$ cat config.mk
export PLATFORM = sky130hd
export DESIGN_NAME = imem_loader
export DESIGN_NICKNAME = d
export VERILOG_FILES = /design/src/rtl/imem_loader_pkg.sv /design/src/rtl/imem_loader_word_packer.sv /design/src/rtl/imem_loader.sv
export SDC_FILE = /design/constraint.sdc
export NUM_CORES = 1
export LEC_CHECK = 0
export CORE_MARGIN = 1
export CORE_UTILIZATION = 45
export CTS_CLUSTER_DIAMETER = 200
export CTS_CLUSTER_SIZE = 24
export DETAILED_ROUTE_END_ITERATION = 8
export GPL_TIMING_DRIVEN = 1
export PLACE_DENSITY = 0.76
export REMOVE_ABC_BUFFERS = 1
export SLEW_MARGIN = 20
export SYNTH_ARGS = -nofsm -noshare
export SYNTH_HDL_FRONTEND = slang
export SYNTH_SLANG_ARGS = --single-unit
$ cat constraint.sdc
create_clock -name clk -period 4.77 [get_ports clk]
set_input_delay 1.1925 -clock clk [delete_from_list [all_inputs] [get_ports clk]]
set_output_delay 1.1925 -clock clk [all_outputs]
set_load 0.01 [all_outputs]
$ cat src/rtl/imem_loader_pkg.sv
// Shared constants, sizes and state encoding for the instruction-memory loader.
package imem_loader_pkg;

    localparam int XLEN          = 32;
    localparam int NWORDS        = 1024;
    localparam int LDR_HDR_BYTES = 4;
    localparam int CNT_W         = $clog2(LDR_HDR_BYTES);
    localparam int IDX_W         = $clog2(NWORDS) + 1;

    localparam logic [XLEN-1:0] NWORDS_MAX = XLEN'(NWORDS);

    typedef enum logic [2:0] {
        LDR_IDLE  = 3'd0,
        LDR_LEN   = 3'd1,
        LDR_DATA  = 3'd2,
        LDR_WRITE = 3'd3,
        LDR_CSUM  = 3'd4,
        LDR_FIN   = 3'd5
    } ldr_state_e;

endpackage

$ cat src/rtl/imem_loader_word_packer.sv
// Shifts bytes into a little-endian 32-bit word; `word` and `full` already
// include the byte being accepted so the caller can act on it in the same cycle.
module word_packer
    import imem_loader_pkg::*;
(
    input  logic            clk,
    input  logic            rst_n,
    input  logic            clear,
    input  logic            byte_valid,
    input  logic [7:0]      byte_in,
    output logic [XLEN-1:0] word,
    output logic            full
);

    logic [XLEN-1:0]  shreg_q, shreg_d;
    logic [CNT_W-1:0] cnt_q, cnt_d;

    // NOTE: every always_comb output gets a default first so no path leaves it
    // unassigned; a missing default here infers a latch.
    always_comb begin
        shreg_d = shreg_q;
        cnt_d   = cnt_q;
        word    = {byte_in, shreg_q[XLEN-1:8]};
        full    = byte_valid && (cnt_q == CNT_W'(LDR_HDR_BYTES - 1));
        if (clear) begin
            shreg_d = '0;
            cnt_d   = '0;
        end else if (byte_valid) begin
            shreg_d = word;
            cnt_d   = cnt_q + CNT_W'(1);
        end
    end

    // NOTE: sequential state uses non-blocking assignments only, so every flop
    // samples pre-edge values regardless of evaluation order.
    always_ff @(posedge clk or negedge rst_n) begin
        if (!rst_n) begin
            shreg_q <= '0;
            cnt_q   <= '0;
        end else begin
            shreg_q <= shreg_d;
            cnt_q   <= cnt_d;
        end
    end

endmodule

$ cat src/rtl/imem_loader.sv
// Streams a length-prefixed image from a byte link into instruction memory.
// Optional trailing XOR checksum byte is enabled by IMEM_LOADER_CSUM_EN.
module imem_loader
    import imem_loader_pkg::*;
(
    input  logic            clk,
    input  logic            rst_n,
    input  logic            start,
    input  logic            in_valid,
    input  logic [7:0]      in_data,
    output logic            in_ready,
    output logic            we,
    output logic [XLEN-1:0] waddr,
    output logic [XLEN-1:0] wdata,
    output logic            busy,
    output logic            done,
    output logic            err
);

    ldr_state_e       state_q, state_d;
    logic [IDX_W-1:0] len_q, len_d;
    logic [IDX_W-1:0] idx_q, idx_d;
    logic [IDX_W-1:0] idx_inc;
    logic             in_ready_q, in_ready_d;
    logic             we_q, we_d;
    logic [XLEN-1:0]  waddr_q, waddr_d;
    logic [XLEN-1:0]  wdata_q, wdata_d;
    logic             busy_q, busy_d;
    logic             done_q, done_d;
    logic             err_q, err_d;
`ifdef IMEM_LOADER_CSUM_EN
    logic [7:0]       csum_q, csum_d;
`endif

    logic             accept;
    logic             start_ok;
    logic             pk_valid;
    logic [XLEN-1:0]  pk_word;
    logic             pk_full;

    assign accept   = in_valid && in_ready_q;
    assign start_ok = start && ((state_q == LDR_IDLE) || (state_q == LDR_FIN));
    assign pk_valid = accept && ((state_q == LDR_LEN) || (state_q == LDR_DATA));
    assign idx_inc  = idx_q + IDX_W'(1);

    word_packer u_packer (
        .clk        (clk),
        .rst_n      (rst_n),
        .clear      (start_ok),
        .byte_valid (pk_valid),
        .byte_in    (in_data),
        .word       (pk_word),
        .full       (pk_full)
    );

    // Registered outputs are computed from the next state, so they change on
    // the same edge as the state they describe.
    always_comb begin
        state_d = state_q;
        len_d   = len_q;
        idx_d   = idx_q;
        we_d    = 1'b0;
        waddr_d = waddr_q;
        wdata_d = wdata_q;
        busy_d  = busy_q;
        done_d  = done_q;
        err_d   = err_q;
`ifdef IMEM_LOADER_CSUM_EN
        csum_d  = csum_q;
`endif

        case (state_q)
            LDR_IDLE, LDR_FIN: begin
                state_d = LDR_IDLE;
                if (start_ok) begin
                    state_d = LDR_LEN;
                    busy_d  = 1'b1;
                    done_d  = 1'b0;
                    err_d   = 1'b0;
                    idx_d   = '0;
`ifdef IMEM_LOADER_CSUM_EN
                    csum_d  = '0;
`endif
                end
            end
            LDR_LEN: begin
                if (pk_full) begin
                    if (pk_word == '0) begin
                        state_d = LDR_FIN;
                        busy_d  = 1'b0;
                        done_d  = 1'b1;
                    end else if (pk_word > NWORDS_MAX) begin
                        state_d = LDR_FIN;
                        busy_d  = 1'b0;
                        err_d   = 1'b1;
                    end else begin
                        state_d = LDR_DATA;
                        len_d   = pk_word[IDX_W-1:0];
                    end
                end
            end
            LDR_DATA: begin
`ifdef IMEM_LOADER_CSUM_EN
                if (accept) begin
                    csum_d = csum_q ^ in_data;
                end
`endif
                if (pk_full) begin
                    state_d = LDR_WRITE;
                    we_d    = 1'b1;
                    waddr_d = XLEN'({idx_q, 2'b00});
                    wdata_d = pk_word;
                end
            end
            LDR_WRITE: begin
                idx_d = idx_inc;
                if (idx_inc == len_q) begin
`ifdef IMEM_LOADER_CSUM_EN
                    state_d = LDR_CSUM;
`else
                    state_d = LDR_FIN;
                    busy_d  = 1'b0;
                    done_d  = !err_q;
`endif
                end else begin
                    state_d = LDR_DATA;
                end
            end
`ifdef IMEM_LOADER_CSUM_EN
            LDR_CSUM: begin
                if (accept) begin
                    state_d = LDR_FIN;
                    busy_d  = 1'b0;
                    if (in_data != csum_q) begin
                        err_d = 1'b1;
                    end else begin
                        done_d = !err_q;
                    end
                end
            end
`endif
            default: state_d = LDR_IDLE;
        endcase

        in_ready_d = (state_d == LDR_LEN) || (state_d == LDR_DATA) || (state_d == LDR_CSUM);
    end

    // NOTE: reset is asynchronous and clears every flop; there is no storage
    // array here, so nothing is left unreset.
    always_ff @(posedge clk or negedge rst_n) begin
        if (!rst_n) begin
            state_q    <= LDR_IDLE;
            len_q      <= '0;
            idx_q      <= '0;
            in_ready_q <= 1'b0;
            we_q       <= 1'b0;
            waddr_q    <= '0;
            wdata_q    <= '0;
            busy_q     <= 1'b0;
            done_q     <= 1'b0;
            err_q      <= 1'b0;
        end else begin
            state_q    <= state_d;
            len_q      <= len_d;
            idx_q      <= idx_d;
            in_ready_q <= in_ready_d;
            we_q       <= we_d;
            waddr_q    <= waddr_d;
            wdata_q    <= wdata_d;
            busy_q     <= busy_d;
            done_q     <= done_d;
            err_q      <= err_d;
        end
    end

`ifdef IMEM_LOADER_CSUM_EN
    always_ff @(posedge clk or negedge rst_n) begin
        if (!rst_n) begin
            csum_q <= '0;
        end else begin
            csum_q <= csum_d;
        end
    end
`endif

    assign in_ready = in_ready_q;
    assign we       = we_q;
    assign waddr    = waddr_q;
    assign wdata    = wdata_q;
    assign busy     = busy_q;
    assign done     = done_q;
    assign err      = err_q;

endmodule
==> metrics.csv, run 1 <==
stage,metric,value,unit
run_status,status,"finished, final reports clean",
grt,grt-ovfl-total,0,
setup_path,cp_max_fo,13,
finish,final_util,55.0,%
pwr,combPwrFrac,20.4,%
grt,grt_pass1_wl,17000,microns
timing,fin_ws,1.41,ns
timing,hold_slack,0.479,ns
setup_path,path_delay_family,simple AND/OR/NAND/NOR gates,
setup_path,startpoint_type,input port,
route,vias,3633,
finish,final_cell_mix,"nand2_1 (177), dfrtp_1 (99), clkdlybuf4s50_1 (58)",
timing,rsz0062_at_grt,no,
route,routedWlPerCell,14.7,microns
clock_network,cts_tree,built,
timing,fmax,298,MHz
setup_path,critPathSlowestCell,nand4b_1,
finish,final_common_cell,nand2_1,
clock_network,cts.sinks,99,
logic_synthesis,synth_warnings,0,
logic_synthesis,synth_enable_flop_cells,0,
timing,period_share,70.4,%
timing,worstMarginPinSlew,0.933,ns
setup_path,cp_slowest_stage_delay,0.55,ns
die,die_w,104,microns
finish,final_nets,557,
setup_path,critical_path_buf_inv_count,1,
clock_network,cts_hold_buf,0,
timing,finClkSkew,0.0132,ns
setup_path,rrSetupSlack,1.98,ns
route,drc_errors,0,
finish,fill_cells,910,
route,drt-vias-per-instance,5.33,
finish,finalNonFillerCells,681,
finish,drive_above_1_share,7.48,%
timing,min_period,3.36,ns
route,antenna_left,0,
clock_network,htree_levels,3,
clock_network,clk_latency,0.37,ns
setup_path,cp.required,5.02,ns
finish,area_growth,16.8,%
logic_synthesis,synth_top_area_cell,dfrtp_1,
setup_path,worstSetupPathType,in2reg,
die,ios,81,
worst_hold_path,hold_class,reg2reg,
placed_design,pre_cts_ws,1.07,ns
logic_synthesis,synthDistinctLibCells,54,
pwr,total_leakage_power,2.63,nW
clock_network,post_cts_resized,0,
pwr,internal_power,1.37,mW
clock_network,root_buffer,clkbuf_8,
clock_network,cts_setup_buffers,0,
clock_network,cts_made_buffers,9,
die,std_cell_rows,36,
die,core,9910,sq um
run,cap_violations,0,
finish,diodes,0,
logic_synthesis,netlist_top_cells_area,"dfrtp_1 (53%), nand2_1 (14%), buf_4 (3.7%)",
grt,grt_pass1_vias,3655,
logic_synthesis,synth_top_area_share,53.1,%
grt,grt_start_max_net_pins,76,
pwr,ir_drop,0.000181,V
grt,antenna_found_initial,0,
grt,gr-usage-all-layers,19.6,%
route,dr.pass1.iters,5,
logic_synthesis,ys_seq_elements,99,
pwr,switching_share,32.4,%
timing,tns,0,ns
timing,setup_violations,0,
placed_design,hpwl,6840,microns
route,wirelength,10000,microns
logic_synthesis,netlist_area,4660,sq um
die,dieArea,10800,sq um
setup_path,crit_path_end_kind,flop,
setup_path,worst_ep_arrival_time,3.61,ns
placed_design,dpl.cell_count,665,
logic_synthesis,async_reset_ff_share,100,%
timing,hold_viol,0,
logic_synthesis,synth_flop_cell,dfrtp_1,
die,die_y,104,microns
placed_design,place_congestion,0.919,
route,drtIter0Drc,156,
pwr,p_clk_share,27.6,%
clock_network,clk_pin_slew,0.09,ns
pwr,pwr_density_cell,372,nW/um^2
die,start_util,47.0,%
pwr,p_seq_share,52.0,%
logic_synthesis,syn_avg_cell_area,9.36,sq um
logic_synthesis,syn_inst,498,
clock_network,cts_buffer_depth,2,
logic_synthesis,yosysSeqAreaShare,53.1,%
placed_design,io_buffers,59,
setup_path,crit_chain,clkdlybuf4s50_1 -> nor4_1 -> nand4_1 -> nor2_1 -> nand4b_1 -> a311o_1,
timing,relSlewSlack,37.8,%
timing,drv_slew,0,
pwr,switchingPower,0.656,mW
cell families (layout without fill, tap and decap cells):
family | after synthesis | in the layout | synth area share [%]
multiplexers | 11 | 11 | 2.66
other | 1 | 21 | 0.0804
AO/OA/AOI/OAI | 82 | 82 | 12.0
flip-flops | 99 | 99 | 53.1
adder cells (fa/ha/maj) | 2 | 2 | 0.537
AND/OR/NAND/NOR | 231 | 231 | 21.5
XOR/XNOR | 19 | 19 | 3.57
buffers and inverters | 53 | 83 | 6.58
power by group through the flow:
stage / Combinational (mW) / Sequential, mW / Clock, mW
after floorplan: 0.279 / 1.04 / 0
after global placement: 0.399 / 1.07 / 0
after detailed placement: 0.410 / 1.07 / 0
after CTS: 0.413 / 1.05 / 0.573
after global routing: 0.466 / 1.07 / 0.603
final: 0.412 / 1.05 / 0.559
stage by stage:
step | total power [mW] | instance area, sq um
finish | 2.03 | 5450
global route | 2.14 | 5450
CTS | 2.04 | 5450
detailed placement | 1.48 | 5240
global placement | 1.47 | 5240
floorplan | 1.32 | 4450
sequential cells by signal, summed over array words and instances, names as in the netlist:
signal	cells
u_packer.cnt_q	2
busy	1
state_q	3
waddr	11
in_ready	1
len_q	11
err	1
wdata	32
u_packer.shreg_q	24
we	1
done	1
idx_q	11
tightest hold or removal path, stage by stage, from the launching register on:
cell and delay [ns]:
dfrtp_1 0.35, nand2_1 0.05, nand2_1 0.05
metal layers:
metal / wire length (microns) / track usage (%) / up-vias / part of all wire (%)
met5: 0 / 0 / - / 0
met4: 141 / 6.53 / 0 / 1.4
met3: 600 / 5.16 / 19 / 6.0
met2: 5000 / 34.3 / 116 / 50
met1: 4280 / 23.3 / 1769 / 43
li1: - / - / 1729 / -
final cells by class:
class                      instances  area, sq um  area share (%)
timing repair buffer              63          618            11.3
clock buffer                      10          138            2.53
sequential                        99         2480            45.5
clock inverter                     6         73.8            1.36
inverter                           4         15.0           0.276
tap                              133          166            3.06
multi-input combinational        366         1960            36.0
path summary, 6_finish.rpt:
path / start / cells after the start / to
max reg2reg: idx_q[0] / 7 / busy
max: in_data[1] / 6 / state_q[0]
max in group asynchronous: rst_n / 2 / wdata[2]
min in group asynchronous: rst_n / 1 / waddr[12]
min: waddr[11] / 2 / waddr[11]
min reg2reg: waddr[11] / 2 / waddr[11]
synthesized netlist by cell type (2+ instances only):
master      n
buf_2       5
nand4b_1    2
buf_4      23
o41ai_1     3
xor2_1      7
nand3_1     8
nor2_1     11
a21oi_1    25
clkbuf_1   19
inv_1       3
and4_1      2
o31ai_1     5
nand2b_1    4
a22o_1      9
o21ai_0    18
nor3_1      2
and3_1      2
nand2_1   177
or3_1       2
ha_1        2
nand4_1     2
nor4_1      9
buf_6       2
a311oi_1    3
mux2_2     11
a211oi_1    2
dfrtp_1    99
xnor2_1    12
and2_1      4
Power figures use the tool's default switching activity.
==> inputs of run 2 (changes only) <==
==> constraint.sdc (replaced) <==
create_clock -name clk -period 3.1 [get_ports clk]
set_input_delay 0.775 -clock clk [delete_from_list [all_inputs] [get_ports clk]]
set_output_delay 0.775 -clock clk [all_outputs]
set_load 0.01 [all_outputs]
==> run 2 against run 1 <==
Net effect: flip-flop and latch count is the same; largest power group unchanged; highest routed layer unchanged; die area unchanged; clock-buffer cell count shrank 1; first-iteration DRC count up 35%.
==> metrics.csv, run 2 (synthesized netlist as in run 1, its figures left out) <==
stage,metric,value,unit,change
run_status,status,"finished, final reports clean",,
timing,rsz0062_at_grt,no,,
placed_design,pre_cts_ws,0.101,ns,-0.967 ns
finish,drive_above_1_share,8.48,%,+1.0 points
pwr,switchingPower,1.01,mW,+54%
setup_path,cp_num_cells,7,,+1
timing,fin_ws,0.370,ns,-1.04 ns
setup_path,cp_max_fo,12,,-1
timing,relSlewSlack,56.0,%,+18 points
die,std_cell_rows,36,,unchanged
route,vias,3644,,+0.30%
clock_network,clk_pin_slew,0.10,ns,about the same
setup_path,cp.required,3.36,ns,-1.66 ns
finish,finish.instance_area,5520,sq um,+1.3%
clock_network,cts_made_buffers,9,,unchanged
setup_path,critPathSlowestCell,ha_1,,
pwr,internal_power,2.18,mW,+59%
timing,period_share,88.1,%,
route,antenna_left,0,,unchanged
grt,antenna_found_initial,0,,unchanged
clock_network,cts_setup_buffers,0,,unchanged
route,drtIter0Drc,211,,+35%
pwr,switching_share,31.7,%,-0.65 points
pwr,p_clk_share,28.5,%,+0.9 points
timing,tns,0,ns,unchanged
grt,grt_pass1_wl,17700,microns,+3.8%
placed_design,hpwl,6970,microns,+2.0%
die,start_util,47.0,%,unchanged
placed_design,io_buffers,59,,unchanged
clock_network,clk_latency,0.37,ns,about the same
grt,gr-usage-all-layers,20.3,%,+0.74 points
placed_design,post_dp_cell_area,5290,sq um,+1.1%
clock_network,cts_buffer_depth,2,,unchanged
finish,final_nets,563,,+1.1%
setup_path,worst_ep_arrival_time,2.99,ns,-0.62 ns
finish,area_growth,18.3,%,
finish,multiInputGateArea,1960,sq um,unchanged
route,routedWlPerCell,14.6,microns,-0.60%
route,drt-vias-per-instance,5.30,,-0.57%
setup_path,timing.rr.end,busy,,
pwr,combPwrFrac,20.4,%,about the same
clock_network,post_cts_resized,0,,unchanged
grt,grt_start_max_net_pins,53,,-30%
route,dr.pass1.iters,4,,-1
clock_network,cts.sinks,99,,unchanged
route,wirelength,10100,microns,+0.28%
finish,fill_cells,888,,-2.4%
pwr,total_leakage_power,2.67,nW,+1.5%
timing,setup_violations,0,,unchanged
run,cap_violations,0,,unchanged
setup_path,cp_slowest_stage_delay,0.52,ns,-0.03 ns
die,die_w,104,microns,unchanged
timing,min_period,2.73,ns,
setup_path,path_delay_family,simple AND/OR/NAND/NOR gates,,
timing,hold_slack,0.436,ns,-0.0428 ns
die,die_y,104,microns,unchanged
timing,worstMarginPinSlew,0.657,ns,-0.276 ns
clock_network,cts_hold_buf,0,,unchanged
setup_path,endpoint,busy,,
timing,finClkSkew,0.0131,ns,-0.0000306 ns
die,core,9910,sq um,unchanged
setup_path,startpoint_type,flop,,
clock_network,htree_levels,3,,unchanged
setup_path,crit_path_start,idx_q[0],,
setup_path,worstRegToRegCells,7,,unchanged
setup_path,critical_path_buf_inv_count,0,,-1
setup_path,worstSetupPathType,reg2reg,,
route,drc_errors,0,,unchanged
pwr,ir_drop,0.000279,V,+55%
die,dieArea,10800,sq um,unchanged
finish,final_common_cell,nand2_1,,
finish,final_util,55.7,%,+0.71 points
clock_network,root_buffer,clkbuf_8,,
setup_path,rrSetupSlack,0.37,ns,-1.61 ns
worst_hold_path,hold_class,in2async,,
pwr,pwr_density_cell,578,nW/um^2,+55%
pwr,p_seq_share,51.1,%,-0.9 points
finish,final_cell_mix,"nand2_1 (177), dfrtp_1 (99), clkdlybuf4s50_1 (58)",,
timing,fmax,366,MHz,
grt,grt_pass1_vias,3788,,+3.6%
grt,grt-ovfl-total,0,,unchanged
die,ios,81,,unchanged
setup_path,r2r-start,idx_q[0],,
clock_network,cts_tree,built,,
setup_path,crit_path_end_kind,flop,,
placed_design,place_congestion,0.824,,-10%
finish,largest_reg_flops,32,,unchanged
setup_path,crit_chain,ha_1 -> xnor2_1 -> xnor2_1 -> nor4_1 -> nand4b_1 -> or3_4 -> o221a_2,,
setup_path,crit_top_cell,xnor2_1,,
finish,diodes,0,,unchanged
timing,hold_viol,0,,unchanged
timing,drv_slew,0,,unchanged
finish,regArea,2480,sq um,unchanged
## run 2: changes by cell type in the layout (fill, tap and decap cells not counted)
cell	previous run	this run
clkbuf_8	10	9
clkinv_4	2	0
bufinv_16	1	2
clkinv_2	0	1
buf_12	0	1
buf_4	5	10
inv_6	0	1
## run 2: worst min-delay path by stage
stage	startpoint	end	slack, ns
global placement	waddr[7]	waddr[7]	0.46
detailed placement	waddr[4]	waddr[4]	0.46
global route	rst_n	waddr[7]	0.46
finish	rst_n	u_packer.shreg_q[23]	0.44
CTS	rst_n	u_packer.shreg_q[23]	0.44
floorplan	u_packer.cnt_q[0]	u_packer.cnt_q[0]	0.47
## run 2: routing by layer
layer,routed length (microns),track usage [%],vias to the layer above
met3,573,4.78,21
met5,0,0,-
met4,209,9.49,0
met1,4320,25.0,1773
met2,4940,33.8,115
li1,-,-,1735
## run 2: worst register-to-register path, delay by kind of cell, from the launching register on
kind	cells	cell delay, ns
simple gates	3	1.04
fa+ha+maj	1	0.52
flops	1	0.51
xor+xnor	2	0.31
compound gates	1	0.23
## run 2: power by group through the flow
| stage | Combinational (mW) | Clock [mW] | Sequential, mW |
|---|---|---|---|
| after floorplan | 0.430 | 0 | 1.59 |
| after global placement | 0.627 | 0 | 1.64 |
| after detailed placement | 0.650 | 0 | 1.65 |
| after CTS | 0.654 | 0.940 | 1.62 |
| after global routing | 0.732 | 0.985 | 1.65 |
| final | 0.650 | 0.909 | 1.63 |
## run 2: final cells by class
cell class / instances / share of cell area [%]
well taps: 133 / 3.02
flip-flops and latches: 99 / 44.9
clock inverters: 7 / 1.81
multi-input cells: 366 / 35.5
repair buffers: 69 / 12.2
inverters: 4 / 0.272
clock buffers: 9 / 2.25
## run 2: metrics by stage
step	power [mW]	cells
after CTS	3.22	687
after floorplan	2.02	469
final	3.19	687
after detailed placement	2.30	671
after global placement	2.27	671
after global routing	3.37	687
